**config.mk**
```make
export PLATFORM = sky130hd
export DESIGN_NAME = alu_pipe_flat
export DESIGN_NICKNAME = d
export VERILOG_FILES = /design/src/rtl/alu_pipe_if.sv /design/src/rtl/alu_pipe.sv /design/src/flat_wrapper.sv
export SDC_FILE = /design/constraint.sdc
export NUM_CORES = 1
export LEC_CHECK = 0
export ABC_AREA = 1
export CAP_MARGIN = 20
export CORE_UTILIZATION = 50
export DETAILED_ROUTE_END_ITERATION = 10
export GPL_ROUTABILITY_DRIVEN = 1
export PLACE_DENSITY = 0.74
export SLEW_MARGIN = 25
export SYNTH_ARGS = -nofsm -noshare
export SYNTH_HDL_FRONTEND = slang
export SYNTH_SLANG_ARGS = --single-unit
```
**constraint.sdc**
```tcl
create_clock -name clk -period 1.9 [get_ports clk]
set_input_delay 0.19 -clock clk [delete_from_list [all_inputs] [get_ports clk]]
set_output_delay 0.19 -clock clk [all_outputs]
set_load 0.02 [all_outputs]
```
**src/rtl/alu_pipe_if.sv**
```systemverilog
// alu_pipe handshake bundle: operand side and result side.
// Flag signals exist only when ALU_FLAGS_EN is defined.
interface alu_pipe_if #(
  parameter int W = 4
);
  logic           in_valid;
  logic           in_ready;
  logic [W-1:0]   a;
  logic [W-1:0]   b;
  logic [2:0]     s;
  logic           out_valid;
  logic           out_ready;
  logic [2*W-1:0] y;
`ifdef ALU_FLAGS_EN
  logic           zf;
  logic           cf;

  modport master (
    output in_valid, a, b, s, out_ready,
    input  in_ready, out_valid, y, zf, cf
  );

  modport slave (
    input  in_valid, a, b, s, out_ready,
    output in_ready, out_valid, y, zf, cf
  );
`else
  modport master (
    output in_valid, a, b, s, out_ready,
    input  in_ready, out_valid, y
  );

  modport slave (
    input  in_valid, a, b, s, out_ready,
    output in_ready, out_valid, y
  );
`endif
endinterface

```
**src/rtl/alu_pipe.sv**
```systemverilog
// Handshaked ALU with shift-add multiplier, result held until taken.
// Optional zero/carry flags: define ALU_FLAGS_EN.
module alu_pipe #(
  parameter  int W  = 4,
  localparam int CW = $clog2(W + 1)
) (
  input logic       clk,
  input logic       rst,
  alu_pipe_if.slave bus
);

  localparam logic [1:0] ST_IDLE = 2'd0;
  localparam logic [1:0] ST_MUL  = 2'd1;
  localparam logic [1:0] ST_HOLD = 2'd2;

  localparam logic [2:0] OP_MUL  = 3'b010;

  logic [1:0]     state_q, state_d;
  logic [2*W-1:0] y_q, y_d;
  logic [2*W-1:0] acc_q, acc_d;
  logic [2*W-1:0] mcand_q, mcand_d;
  logic [W-1:0]   mplier_q, mplier_d;
  logic [CW-1:0]  cnt_q, cnt_d;

  logic [2*W-1:0] a_ext, b_ext;
  logic [2*W-1:0] sum, dif;
  logic [2*W-1:0] alu_y;
  logic [2*W-1:0] acc_nx;

`ifdef ALU_FLAGS_EN
  logic zf_q, zf_d;
  logic cf_q, cf_d;
  logic alu_c;
`endif

  assign a_ext = {{W{1'b0}}, bus.a};
  assign b_ext = {{W{1'b0}}, bus.b};
  assign sum   = a_ext + b_ext;
  assign dif   = a_ext - b_ext;

  // single-cycle result for the op on the bus
  always_comb begin
    alu_y = '0;
    unique case (bus.s)
      3'b000: alu_y = sum;
      3'b001: alu_y = dif;
      3'b010: alu_y = '0;
      3'b011: alu_y = a_ext & b_ext;
      3'b100: alu_y = a_ext | b_ext;
      3'b101: alu_y = a_ext ^ b_ext;
      3'b110: alu_y = {{W{1'b0}}, ~bus.a};
      3'b111: alu_y = {{(2*W-1){1'b0}},
                       (bus.a > bus.b)};
    endcase
  end

`ifdef ALU_FLAGS_EN
  // carry for add, borrow for sub, else 0
  always_comb begin
    alu_c = 1'b0;
    unique case (bus.s)
      3'b000:  alu_c = sum[W];
      3'b001:  alu_c = (bus.a < bus.b);
      default: alu_c = 1'b0;
    endcase
  end
`endif

  // one shift-add step of the multiplier
  assign acc_nx = acc_q +
                  (mplier_q[0] ? mcand_q : '0);

  // FSM and datapath next state
  always_comb begin
    state_d  = state_q;
    y_d      = y_q;
    acc_d    = acc_q;
    mcand_d  = mcand_q;
    mplier_d = mplier_q;
    cnt_d    = cnt_q;
`ifdef ALU_FLAGS_EN
    zf_d     = zf_q;
    cf_d     = cf_q;
`endif
    unique case (state_q)
      ST_IDLE: begin
        if (bus.in_valid) begin
          if (bus.s == OP_MUL) begin
            acc_d    = '0;
            mcand_d  = a_ext;
            mplier_d = bus.b;
            cnt_d    = '0;
            state_d  = ST_MUL;
          end else begin
            y_d     = alu_y;
`ifdef ALU_FLAGS_EN
            zf_d    = (alu_y == '0);
            cf_d    = alu_c;
`endif
            state_d = ST_HOLD;
          end
        end
      end
      ST_MUL: begin
        acc_d    = acc_nx;
        mcand_d  = mcand_q << 1;
        mplier_d = mplier_q >> 1;
        cnt_d    = cnt_q + 1'b1;
        if (cnt_q == CW'(W - 1)) begin
          y_d     = acc_nx;
`ifdef ALU_FLAGS_EN
          zf_d    = (acc_nx == '0);
          cf_d    = 1'b0;
`endif
          state_d = ST_HOLD;
        end
      end
      ST_HOLD: begin
        if (bus.out_ready) state_d = ST_IDLE;
      end
      default: state_d = ST_IDLE;
    endcase
  end

  // state registers, async reset aborts any op
  always_ff @(posedge clk or posedge rst) begin
    if (rst) begin
      state_q  <= ST_IDLE;
      y_q      <= '0;
      acc_q    <= '0;
      mcand_q  <= '0;
      mplier_q <= '0;
      cnt_q    <= '0;
`ifdef ALU_FLAGS_EN
      zf_q     <= 1'b0;
      cf_q     <= 1'b0;
`endif
    end else begin
      state_q  <= state_d;
      y_q      <= y_d;
      acc_q    <= acc_d;
      mcand_q  <= mcand_d;
      mplier_q <= mplier_d;
      cnt_q    <= cnt_d;
`ifdef ALU_FLAGS_EN
      zf_q     <= zf_d;
      cf_q     <= cf_d;
`endif
    end
  end

  assign bus.in_ready  = (state_q == ST_IDLE);
  assign bus.out_valid = (state_q == ST_HOLD);
  assign bus.y         = y_q;
`ifdef ALU_FLAGS_EN
  assign bus.zf        = zf_q;
  assign bus.cf        = cf_q;
`endif

endmodule

```
**src/flat_wrapper.sv**
```systemverilog
// flat-port wrapper written by rule: the top's interface ports become plain ports
module alu_pipe_flat 
#(
  parameter  int W  = 4,
  localparam int CW = $clog2(W + 1)
)
  (clk, rst, bus_in_valid, bus_a, bus_b, bus_s, bus_out_ready, bus_in_ready, bus_out_valid, bus_y);
  alu_pipe_if #(.W(W)) bus_i ();
  input logic clk;
  input logic rst;
  input wire logic [$bits(bus_i.in_valid)-1:0] bus_in_valid;
  input wire logic [$bits(bus_i.a)-1:0] bus_a;
  input wire logic [$bits(bus_i.b)-1:0] bus_b;
  input wire logic [$bits(bus_i.s)-1:0] bus_s;
  input wire logic [$bits(bus_i.out_ready)-1:0] bus_out_ready;
  output wire logic [$bits(bus_i.in_ready)-1:0] bus_in_ready;
  output wire logic [$bits(bus_i.out_valid)-1:0] bus_out_valid;
  output wire logic [$bits(bus_i.y)-1:0] bus_y;
  assign bus_i.in_valid = bus_in_valid;
  assign bus_i.a = bus_a;
  assign bus_i.b = bus_b;
  assign bus_i.s = bus_s;
  assign bus_i.out_ready = bus_out_ready;
  assign bus_in_ready = bus_i.in_ready;
  assign bus_out_valid = bus_i.out_valid;
  assign bus_y = bus_i.y;
  alu_pipe #(.W(W)) u_core (.clk(clk), .rst(rst), .bus(bus_i));
endmodule
```
Yosys cells after proc, flatten, opt, wreduce, memory -nomap -nowiden:

Cells that the tools add are included.

* word-level logic and storage cells: 59
* input bits: 15
* output and inout bits: 10
* register bits: 33

* $add $sub $neg: 4
* eq/ne operators: 15
* order comparisons: 1
* reduce and logical (&&, ||, !) cells: 6
* muxes and demuxes: 23
* bitwise logic cells: 4

Operators by type and width (number)
* two-way mux 8 bit: 8
* case mux 8 bit (7 select lines): 1
* case mux 8 bit (2 select lines): 3
* == test 3 bit, second input constant: 4
* == test 3 x 2 -> 1 bit, second input constant: 3
* adder 8 bit: 1
* two-way mux 2 bit: 4
* two-way mux 4 bit: 2
* case mux 4 bit (2 select lines): 1
* two-way mux 3 bit: 2
* inequality test 2 bit, second input constant: 3
* case mux 2 bit (3 select lines): 1
* case mux 3 bit (2 select lines): 1
* AND reduction 3 bit: 2
* adder 4 x 4 -> 5 bit: 1
* subtractor 4 x 4 -> 5 bit: 1
* AND 4 bit: 1
* greater-than comparator 4 bit: 1
* inequality test 2 x 1 -> 1 bit, second input constant: 2
* NOT 4 bit: 1
* bitwise OR 4 bit: 1
* AND reduction 4 bit: 1
* bitwise XOR 4 bit: 1
* adder 3 x 1 -> 3 bit, second input constant: 1
* other kinds (6): 6

Longest topological paths before layout:

Gate-level depths: netlist (run 1).

* depth after elaboration: 5
* gate-level depth with buffers: 12

Worst setup path after synthesis (run 1):

OpenSTA, ideal clock, no wires.

* path kind: register -> register
* start point: reg u_core.mplier_q[0]
* end point: reg u_core.y_q[4], in the netlist u_core.bus.y[4]
* path buffers: 1
* stages on the path, launching flop included: 12
* data required time: 1784 ps
* slack: 59 ps
* clock period less this slack: 1841 ps
* arrival: 1725 ps
* library setup time: 116 ps
* cells stage by stage: dfrtp_1 > clkbuf_1 > nand2_1 > inv_1 > ha_1 > fa_1 > nand3_1 > nand2_1 > o21ai_0 > nand3_1 > nand2_1 > nand2_1

* word-level cells in the longest chain between the ends: 4

RTL lines
* from (decl): RTL line alu_pipe.sv:22 `logic [W-1:0] mplier_q, mplier_d;`
* from (signal assigned): RTL line alu_pipe.sv:143 `mplier_q <= mplier_d;`
* two-way mux 8 bit: RTL line alu_pipe.sv:71 `(mplier_q[0] ? mcand_q : '0);`
* adder 8 bit: RTL line alu_pipe.sv:70 `assign acc_nx = acc_q +`
* two-way mux 8 bit: RTL line alu_pipe.sv:109 `if (cnt_q == CW'(W - 1)) begin`
* case mux 8 bit (2 select lines): RTL line alu_pipe.sv:85 `unique case (state_q)`
* to (signal assigned): RTL line alu_pipe.sv:140 `y_q <= y_d;`
* to (decl): RTL line alu_pipe.sv:19 `logic [2*W-1:0] y_q, y_d;`

No other way between the ends. The select of a mux whose other input is x is not followed.
A chain may end at the register's enable or synchronous reset.

Final worst setup path (run 1):

* start point: reg u_core.mplier_q[0]
* end point: reg u_core.y_q[5], in the netlist u_core.bus.y[5]

Same word-level chain as after synthesis.

==> results by group, run 1 <==
Timing
  – Worst Setup Slack, final: 0.0681 ns
  – Worst hold slack: 0.304 ns
  – Worst-case clock skew: 0.00816 ns
  – Crit share post-route: 0.964
  – Max_slew headroom: 0.725
  – Final min period: 1.83 ns
  – Final setup viols: 0
  – Tightest Pin Transition: 0.412 ns
  – Max Fclk: ~0.55 GHz
  – Fin. max-slew vios: 0
  – Final hold viol count: 0

Place
  – Placed cells: 435
  – GPL Wtd Cong: 0.880
  – Place WS: -0.218 ns
  – Dpl cell area: 0.00296 sq mm
  – Port bufs: 24
  – Post-DP HPWL: between 4000 and 5000 um

Drt
  – Via density: 5.05
  – Via count: roughly 2,200
  – Routed wire length: 5600 um
  – Drt first pass iters: 4
  – Routed Antenna Nets: 0
  – # DRC: 0
  – Initial DRC count: 95
  – Routed WL per cell: roughly 13 um

Power and ir drop
  – Static leakage: 1.60 nW
  – Power Density: 1180 mW/mm^2
  – Clock group share of total power: 0.129
  – Sequential share of power: 0.326
  – Switching share of power: 0.407
  – Sw power: 1.50 mW
  – Peak supply drop: 0.458 mV
  – Int Pwr: 2.18 mW
  – Comb power frac: 0.545

Logic synthesis
  – Mapped cell area: 0.00246 sq mm
  – Synth cell types: 41
  – FF+latch count, synth: 33
  – Syn_area_per_cell: 7.66 sq um
  – Synth Warn #: 0
  – Synthesized netlist net count: 360
  – Register area share after synthesis: 0.336
  – Syn Inst Count: 321

CTS
  – Num CTS Buffers: 5
  – Clk sink count: 33
  – CTS Root Cell: clkbuf_8
  – CTS tree: yes
  – Clock slew at reported path FFs: roughly 0.07 ns
  – Post-CTS Setup Bufs: 0
  – H-tree Lvls: 2
  – Clock Path Buffers: 2
  – Clk_lat worst skew: approximately 0.29 ns
  – Post-cts hold buffer count: 0

Layout
  – Inserted Diodes: 0
  – Share of cells above drive strength 1: 0.217
  – Fillers: 417
  – Design Area, Final: 0.00312 sq mm
  – Fin nets: roughly 410
  – Reg area: slightly above 800 sq um
  – Multi-input gate area: 0.00146 sq mm
  – Synth-to-Final Area Change: 27.0%
  – Non-filler cells, final: 441

Worst setup path
  – Top delay family on crit path: simple AND/OR/NAND/NOR gates
  – Max FO, Critical Path: 6
  – CP Launch Type: flop
  – WP buf/inv: 2
  – Crit path depth: 10
  – Slowest cell on crit path: dfrtp_1
  – Nature of the critical path endpoint: flop
  – Most frequent CP cell: nand3_1
  – CP required: 2.11 ns
  – CP cell instances: buf_4, nand2_1, inv_1, ha_4, nand3_1, nand2_1, nand3_1, nand3b_1, nand3_1, a21boi_2
  – CP arrival: roughly 2.0 ns
  – CP peak stage delay: 0.38 ns
  – CP Class: reg -> reg
  – R2r setup slk: 0.07 ns
  – Crit Reg-Reg Startpoint: u_core.mplier_q[0]
  – Critical path launch point: u_core.mplier_q[0]
  – Worst reg2reg path depth: 10

Floorplan
  – CORE AREA: 0.00472 sq mm
  – Io pins: 25
  – Initial Utilization: 0.520
  – Die Wd: 72.1 um
  – Die H: around 72 um
  – Full die area: 0.00520 sq mm
  – Core Rows: 25

Outcome
  – Status: finished, final reports clean

Global route
  – Largest net degree at the start of global routing: 34
  – GRT Total Usage: 0.231
  – Initial antenna violation count: 0
  – Grt total ovfl: 0
  – Number of global-route vias before repair: 2,051
  – Global-route wire length before repair: between 9000 and 10,000 um

Flow run
  – Max Cap Viol: 0

Worst hold path
  – Worst hold path class: in -> async
## metal layers
layer | global-route usage | share of wire | wire, um | vias up
li1 | - | - | - | 1149
met1 | 0.315 | 0.47 | 2650 | 1032
met2 | 0.367 | 0.48 | 2700 | 36
met3 | 0.0333 | 0.023 | 130 | 10
met4 | 0.100 | 0.022 | 125 | 0
met5 | 0 | 0 | 0 | -
## cell usage in the layout, fill, tap and decap left out, types with 3 or more instances in the layout
cell              n
a21oi_2           8
ha_4              4
dfrtp_1          33
a31oi_1           3
a21boi_2          3
clkbuf_8          5
o21ai_1           9
nand2_1          75
or2_1             7
inv_1            43
inv_2             6
nor3_2            4
ha_1             16
a21oi_1          10
nand4_1           7
nor2_1           20
o22ai_1           4
nand3_2           3
a22o_1            3
nand3_1          18
clkdlybuf4s50_1  23
buf_4            32
o21ai_0           7
## synthesized netlist by cell type, drive strengths merged
cell / count / area [sq um]
nand2: 78 / 305
inv: 50 / 190
dfrtp: 33 / 826
nor2: 24 / 110
ha: 21 / 263
nand3: 21 / 110
a21oi: 18 / 109
o21ai: 17 / 85.1
or2: 9 / 56.3
nand4: 7 / 43.8
buf: 6 / 55.1
nor3: 6 / 45.0
a21boi: 4 / 37.5
o22ai: 4 / 25.0
a22o: 3 / 26.3
a31oi: 3 / 18.8
clkbuf: 3 / 11.3
fa: 3 / 60.1
clkinv: 2 / 8.75
o211ai: 2 / 15.0
and2: 1 / 8.76
and3: 1 / 6.26
nand3b: 1 / 7.51
o21a: 1 / 7.51
o41ai: 1 / 8.76
xnor2: 1 / 8.76
xor2: 1 / 8.76
## final timing paths
path / end
max: u_core.bus.y[5]
max reg2reg: u_core.bus.y[5]
max in group asynchronous: u_core.mcand_q[1]
min in group clk: u_core.mcand_q[0]
min reg2reg: u_core.acc_q[4]
min: u_core.acc_q[6]
## power by group through the flow
stage	Sequential, mW	Clock (mW)	Combinational (mW)
after floorplan	1.26	0	1.17
after global placement	1.18	0	1.81
after detailed placement	1.20	0	1.85
after CTS	1.18	0.490	1.87
after global routing	1.24	0.515	2.24
final	1.20	0.475	2.01
## repair_timing
item	4_1_cts	5_1_grt
pin swaps	0	6
setup endpoints to repair	1	10
gates resized for setup	1	19
## state kept, by name, indices dropped and copies added (netlist names)
name             flops
u_core.bus.y         8
u_core.mcand_q       8
u_core.mplier_q      4
u_core.state_q       2
u_core.cnt_q         3
u_core.acc_q         8
## per-stage QoR
step,power [mW],setup TNS [ns],util
2_1_floorplan,2.43,0,-
3_3_place_gp,2.99,-0.962,0.626
3_5_place_dp,3.05,-1.07,0.626
4_1_cts,3.54,0,0.642
5_1_grt,3.99,-0.0667,0.661
6_report,3.68,0,0.661
## final cells by class
class / instances / area share
multi-input combinational: 227 / 0.466
sequential: 33 / 0.265
timing repair buffer: 56 / 0.155
inverter: 52 / 0.0638
tap: 67 / 0.0269
clock buffer: 5 / 0.0221
clock inverter: 1 / 0.00160
## cell families after synthesis
group / synth area share
simple gates: 0.282
buf+inv: 0.108
flops: 0.336
compound gates: 0.135
xor+xnor: 0.00713
fa+ha+maj: 0.131
## worst reg2reg max path, delay by kind of cell, from the launching register on
kind	cells	cell delay, ns
buf+inv	2	0.23
compound gates	1	0.16
flops	1	0.38
simple gates	6	0.70
fa+ha+maj	1	0.30
No activity file was read; power rests on OpenSTA's default activity.
==> inputs of run 2 (changes only) <==
--- a/config.mk
+++ b/config.mk
@@ -5,12 +5,12 @@
 export SDC_FILE = /design/constraint.sdc
 export NUM_CORES = 1
 export LEC_CHECK = 0
-export ABC_AREA = 1
 export CAP_MARGIN = 20
+export CORE_ASPECT_RATIO = 0.9
 export CORE_UTILIZATION = 50
 export DETAILED_ROUTE_END_ITERATION = 10
 export GPL_ROUTABILITY_DRIVEN = 1
-export PLACE_DENSITY = 0.74
+export PLACE_DENSITY = 0.75
 export SLEW_MARGIN = 25
 export SYNTH_ARGS = -nofsm -noshare
 export SYNTH_HDL_FRONTEND = slang
==> results by group, run 2 <==
Place
  – Dpl cell area: 0.00301 sq mm
  – Place WS: -0.433 ns
  – Post-DP HPWL: 4320 um
  – GPL Wtd Cong: 0.961
  – Port bufs: 24

Logic synthesis
  – Syn Inst Count: 260
  – Synth Warn #: 0
  – Synthesized netlist net count: 299
  – Largest cells by area after synthesis: dfrtp_1, ha_1, nand2_1
  – Top-count cell post-synth: nand2_1
  – Fraction of registers with async set/reset: 1.00
  – Number of flops mapped to enable cells by yosys: 0
  – Register area share after synthesis: 0.352
  – Synth top cells by count: nand2_1, dfrtp_1, ha_1
  – Synth cell types: 50
  – Main flop type after synthesis: dfrtp_1
  – Post-synth top area share: 0.352
  – Syn_area_per_cell: 9.03 sq um
  – Mapped cell area: approximately 0.0023 sq mm
  – FF+latch count, synth: 33
  – Largest area contributor in the netlist: dfrtp_1

Drt
  – Routed Antenna Nets: 0
  – Routed WL per cell: ~16 um
  – Initial DRC count: 170
  – # DRC: 0
  – Drt first pass iters: 5
  – Via count: 2,219
  – Via density: 5.63
  – Routed wire length: 6280 um

Layout
  – Most frequent cells in the layout: buf_4, nand2_1, dfrtp_1, clkdlybuf4s50_1, inv_1
  – Reg area: between 800 and 900 sq um
  – Fin nets: 370
  – Multi-input gate area: 0.00157 sq mm
  – Share of cells above drive strength 1: 0.289
  – Commonest non-fill, non-tap cell in the layout: buf_4
  – Synth-to-Final Area Change: 41.0%
  – Inserted Diodes: 0
  – Design Area, Final: 0.00331 sq mm
  – Fillers: 333

Worst setup path
  – CP Class: reg -> reg
  – R2r setup slk: -0.25 ns
  – CP peak stage delay: approximately 0.43 ns
  – Top delay family on crit path: compound AO/OA/AOI/OAI gates
  – CP required: 2.09 ns
  – CP arrival: 2.33 ns
  – CP cell instances: and2_4, ha_4, fa_2, a211oi_4, nor3b_2, mux2i_1, o311ai_2, o22a_1
  – CP Launch Type: flop
  – WP buf/inv: 0
  – Max FO, Critical Path: 5
  – Slowest cell on crit path: dfrtp_2
  – Nature of the critical path endpoint: flop

Outcome
  – Failing checks: setup timing
  – Status: complete, but fails checks

CTS
  – Clock slew at reported path FFs: 0.07 ns
  – CTS Root Cell: clkbuf_8
  – CTS tree: yes
  – Clock Path Buffers: 2
  – H-tree Lvls: 2
  – Clk sink count: 33
  – Num CTS Buffers: 5
  – Clk_lat worst skew: 0.30 ns

Timing
  – Crit share post-route: 1.13
  – Final hold viol count: 0
  – Worst hold slack: 0.283 ns
  – Fin. max-slew vios: 0
  – Worst-case clock skew: 0.00859 ns
  – Max Fclk: 0.466 GHz
  – Worst Setup Slack, final: -0.246 ns
  – Max_slew headroom: 0.662
  – Final min period: roughly 2.1 ns
  – Tightest Pin Transition: just over 0.5 ns
  – RSZ-0062 raised after global routing: yes
  – Final setup viols: 8

Floorplan
  – Core Rows: 23
  – Die H: ~67 um
  – Io pins: 25
  – CORE AREA: 0.00449 sq mm
  – Initial Utilization: 0.523
  – Full die area: 0.00498 sq mm
  – Die Wd: between 70 and 80 um

Power and ir drop
  – Static leakage: 1.48 nW
  – Peak supply drop: approximately 0.76 mV
  – Power Density: 1160 mW/mm^2

Global route
  – GRT Total Usage: 0.281
  – Grt total ovfl: 0
  – Global-route wire length before repair: 10,400 um
  – Initial antenna violation count: 0
  – Number of global-route vias before repair: 2,179
  – Largest net degree at the start of global routing: 34

Worst hold path
  – Worst hold path class: in -> async

Flow run
  – Max Cap Viol: 0
-- run 2: cell types whose count changed after synthesis, sizes merged, moves of 6 or more --
cell,change
nand2,-44
inv,-30
nor2,-7
a21oi,-7
or2,-8
mux2i,+10
and2,+6
a21o,+7
nand4,-7
nand3,-15
-- run 2: final cells by class --
class | instances | area share
multi-input cells | 195 | 0.473
flip-flops and latches | 33 | 0.250
repair buffers | 76 | 0.201
clock buffers | 7 | 0.0291
well taps | 62 | 0.0234
inverters | 20 | 0.0227
clock inverters | 1 | 0.00151
-- run 2: path summary, 6_finish.rpt --
kind | depth (start not counted) | startpoint | endpoint
worst max-delay path | 8 | u_core.mplier_q[0] | u_core.bus.y[6]
min in group clk | 4 | bus_b[1] | u_core.mplier_q[1]
worst min register to register | 2 | u_core.mplier_q[3] | u_core.mplier_q[2]
max in group asynchronous | 3 | rst | u_core.mplier_q[0]
worst max register to register | 8 | u_core.mplier_q[0] | u_core.bus.y[6]
worst min-delay path | 3 | rst | u_core.acc_q[0]
-- run 2: cell families after synthesis --
kind of cell               share of synthesized area
AOI/OAI and AO/OA                              0.196
buffers and inverters                         0.0607
adders and majority gates                      0.137
and+or+nand+nor                                0.175
xor gates and xnor gates                      0.0224
DFF                                            0.352
muxes                                         0.0570
-- run 2: worst reg2reg max path: cells and delay by family (launching register included) --
family                   cells  cell delay [ns]
adder cells (fa/ha/maj)      2             0.54
AND/OR/NAND/NOR              2             0.26
multiplexers                 1             0.21
flip-flops                   1             0.43
AO/OA/AOI/OAI                3             0.59
-- run 2: metal layers --
layer	vias up	wire, um	GRT usage
met1	1072	2930	0.393
met3	14	331	0.0454
li1	1056	-	-
met2	77	2910	0.440
met4	0	111	0.0943
met5	-	0	0
-- run 2: metrics by stage --
step / total power [mW] / utilization / std cells / setup TNS [ns]
floorplan: 2.15 / - / 260 / -0.255
CTS: 3.72 / 0.723 / 392 / -0.516
finish: 3.83 / 0.738 / 394 / -1.04
detailed placement: 2.92 / 0.670 / 382 / -3.32
global placement: 2.86 / 0.670 / 382 / -2.85
global route: 4.08 / 0.738 / 394 / -1.56
-- run 2: power breakdown --
group	total, mW	internal [mW]	leakage [nW]	switching, mW
sequential	1.25	1.01	0.419	0.245
clock	0.600	0.328	0.0542	0.272
combinational	1.98	1.04	1.01	0.931
total	3.83	2.38	1.48	1.45
-- run 2: what timing repair did --
item                                   in CTS  in global routing
setup endpoints to repair                  13                 11
hold buffers                                0                  0
pin swaps                                  14                  4
gates cloned                                0                  0
buffers inserted                            4                  2
resized for setup                          26                 13
endpoints found under the hold margin       0                  0
==> inputs of run 3 (changes only) <==
--- a/config.mk
+++ b/config.mk
@@ -10,8 +10,7 @@
 export CORE_UTILIZATION = 50
 export DETAILED_ROUTE_END_ITERATION = 10
 export GPL_ROUTABILITY_DRIVEN = 1
-export PLACE_DENSITY = 0.75
-export SLEW_MARGIN = 25
+export PLACE_DENSITY = 0.72
 export SYNTH_ARGS = -nofsm -noshare
 export SYNTH_HDL_FRONTEND = slang
 export SYNTH_SLANG_ARGS = --single-unit
==> constraint.sdc (replaced) <==
create_clock -name clk -period 2.45 [get_ports clk]
set_input_delay 0.245 -clock clk [delete_from_list [all_inputs] [get_ports clk]]
set_output_delay 0.245 -clock clk [all_outputs]
set_load 0.02 [all_outputs]
==> results by group, run 3 (synthesis results as in run 2) <==
Floorplan
  – Die H: 67.0 um
  – CORE AREA: roughly 0.0045 sq mm
  – Io pins: 25
  – Initial Utilization: 0.523
  – Full die area: 0.00498 sq mm
  – Core Rows: 23
  – Die Wd: 74.2 um

CTS
  – # resized after CTS: 0
  – CTS Root Cell: clkbuf_8
  – Clock Path Buffers: 2
  – Clk sink count: 33
  – Post-cts hold buffer count: 0
  – Clock slew at reported path FFs: 0.07 ns
  – CTS tree: yes
  – H-tree Lvls: 2
  – Num CTS Buffers: 5
  – Clk_lat worst skew: 0.28 ns
  – Post-CTS Setup Bufs: 0

Worst setup path
  – R2r setup slk: 0.15 ns
  – CP arrival: 2.47 ns
  – Worst reg2reg path depth: 8
  – CP Launch Type: flop
  – Critical Path End: u_core.bus.y[6]
  – CP cell instances: and2_1, ha_1, fa_1, a211oi_1, nor3b_1, mux2i_1, o311ai_0, o22a_1
  – CP Class: reg -> reg
  – CP peak stage delay: 0.41 ns
  – Nature of the critical path endpoint: flop
  – Max FO, Critical Path: 3
  – Reg2reg end: u_core.bus.y[6]
  – Crit path depth: 8
  – Top delay family on crit path: compound AO/OA/AOI/OAI gates
  – Slowest cell on crit path: fa_1
  – WP buf/inv: 0
  – Crit Reg-Reg Startpoint: u_core.mcand_q[0]
  – Critical path launch point: u_core.mcand_q[0]
  – CP required: 2.62 ns

Layout
  – Share of cells above drive strength 1: 0.0980
  – Most frequent cells in the layout: nand2_1, dfrtp_1, clkdlybuf4s50_1, ha_1, inv_1
  – Synth-to-Final Area Change: 20.8%
  – Inserted Diodes: 0
  – Commonest non-fill, non-tap cell in the layout: nand2_1
  – Fin nets: 334

Drt
  – Via density: 5.55
  – Initial DRC count: between 150 and 200
  – Drt first pass iters: 4
  – Via count: roughly 2,000
  – Routed WL per cell: 15.2 um
  – Routed Antenna Nets: 0
  – # DRC: 0
  – Routed wire length: 5430 um

Global route
  – Number of global-route vias before repair: around 1,800
  – Met2 Usage GRT: 0.341
  – Gr busiest metal: met1
  – Grt total ovfl: 0
  – Met3 Track Usage GR: 0.0408
  – Initial antenna violation count: 0
  – Global-route wire length before repair: 8860 um
  – Global routing met1 resource utilization: 0.378
  – GRT Total Usage: 0.242
  – Largest net degree at the start of global routing: 34

Power and ir drop
  – Static leakage: 1.28 nW
  – Design Power: 2.58 mW
  – Peak supply drop: 0.469 mV
  – Power Density: about 900 mW/mm^2

Place
  – Port bufs: 24
  – GPL Wtd Cong: 0.900
  – Post-DP HPWL: about 4200 um

Timing
  – Tightest Pin Transition: 0.653 ns
  – Final setup viols: 0
  – Fin. max-slew vios: 0
  – Max Fclk: 0.435 GHz
  – Final min period: 2.30 ns
  – Worst hold slack: 0.347 ns
  – Setup tns final: 0 ns
  – Final hold viol count: 0
  – Crit share post-route: 0.939
  – Max_slew headroom: 0.565
  – Worst-case clock skew: 0.00675 ns
  – RSZ-0062 raised after global routing: no

Worst hold path
  – Worst hold path class: in -> async

Flow run
  – Max Cap Viol: 0

Outcome
  – Status: finished, final reports clean
## run 3: layout make-up
class | instances | area (sq um)
Sequential cell | 33 | 826
Multi-Input combinational cell | 195 | 1380
Tap cell | 62 | 77.6
Clock inverter | 1 | 30.0
Inverter | 20 | 75.1
Clock buffer | 7 | 86.3
Timing Repair Buffer | 40 | 360
Fill cell | 409 | 1650
## run 3: layer usage
metal | routed length (um) | share of wire | up-vias
met4 | 23 | 0.0042 | 0
met3 | 235 | 0.043 | 3
met1 | 2790 | 0.51 | 960
met2 | 2380 | 0.44 | 47
met5 | 0 | 0 | -
li1 | - | - | 978
## run 3: worst min-delay path by stage
stage,endpoint,slack (ns),start
4_1_cts,u_core.mcand_q[7],0.36,rst
3_3_place_gp,u_core.mplier_q[0],0.46,u_core.mplier_q[1]
2_1_floorplan,u_core.acc_q[0],0.37,rst
5_1_grt,u_core.cnt_q[2],0.41,rst
3_5_place_dp,u_core.mplier_q[0],0.48,u_core.mplier_q[1]
6_report,u_core.cnt_q[2],0.35,rst
## run 3: report_power, final
part	internal, mW	switching, mW
combinational	0.517	0.584
sequential	0.782	0.164
clock	0.332	0.198
total	1.63	0.946
## run 3: through the flow
| step | cells | area, sq um | worst slack, ns | utilization |
|---|---|---|---|---|
| final | 358 | 2840 | 0.150 | 0.632 |
| after global routing | 358 | 2840 | 0.0294 | 0.632 |
| after CTS | 358 | 2840 | 0.129 | 0.632 |
| after detailed placement | 350 | 2720 | 0.0577 | 0.606 |
| after global placement | 350 | 2720 | 0.0922 | 0.606 |
| after floorplan | 260 | 2350 | 0.328 | - |
## run 3: worst register-to-register path, cell delays in order (launching register included)
cell and delay [ns]:
dfrtp_1 0.39, and2_1 0.15, ha_1 0.21, fa_1 0.41, a211oi_1 0.28, nor3b_1 0.13
mux2i_1 0.17, o311ai_0 0.24, o22a_1 0.22
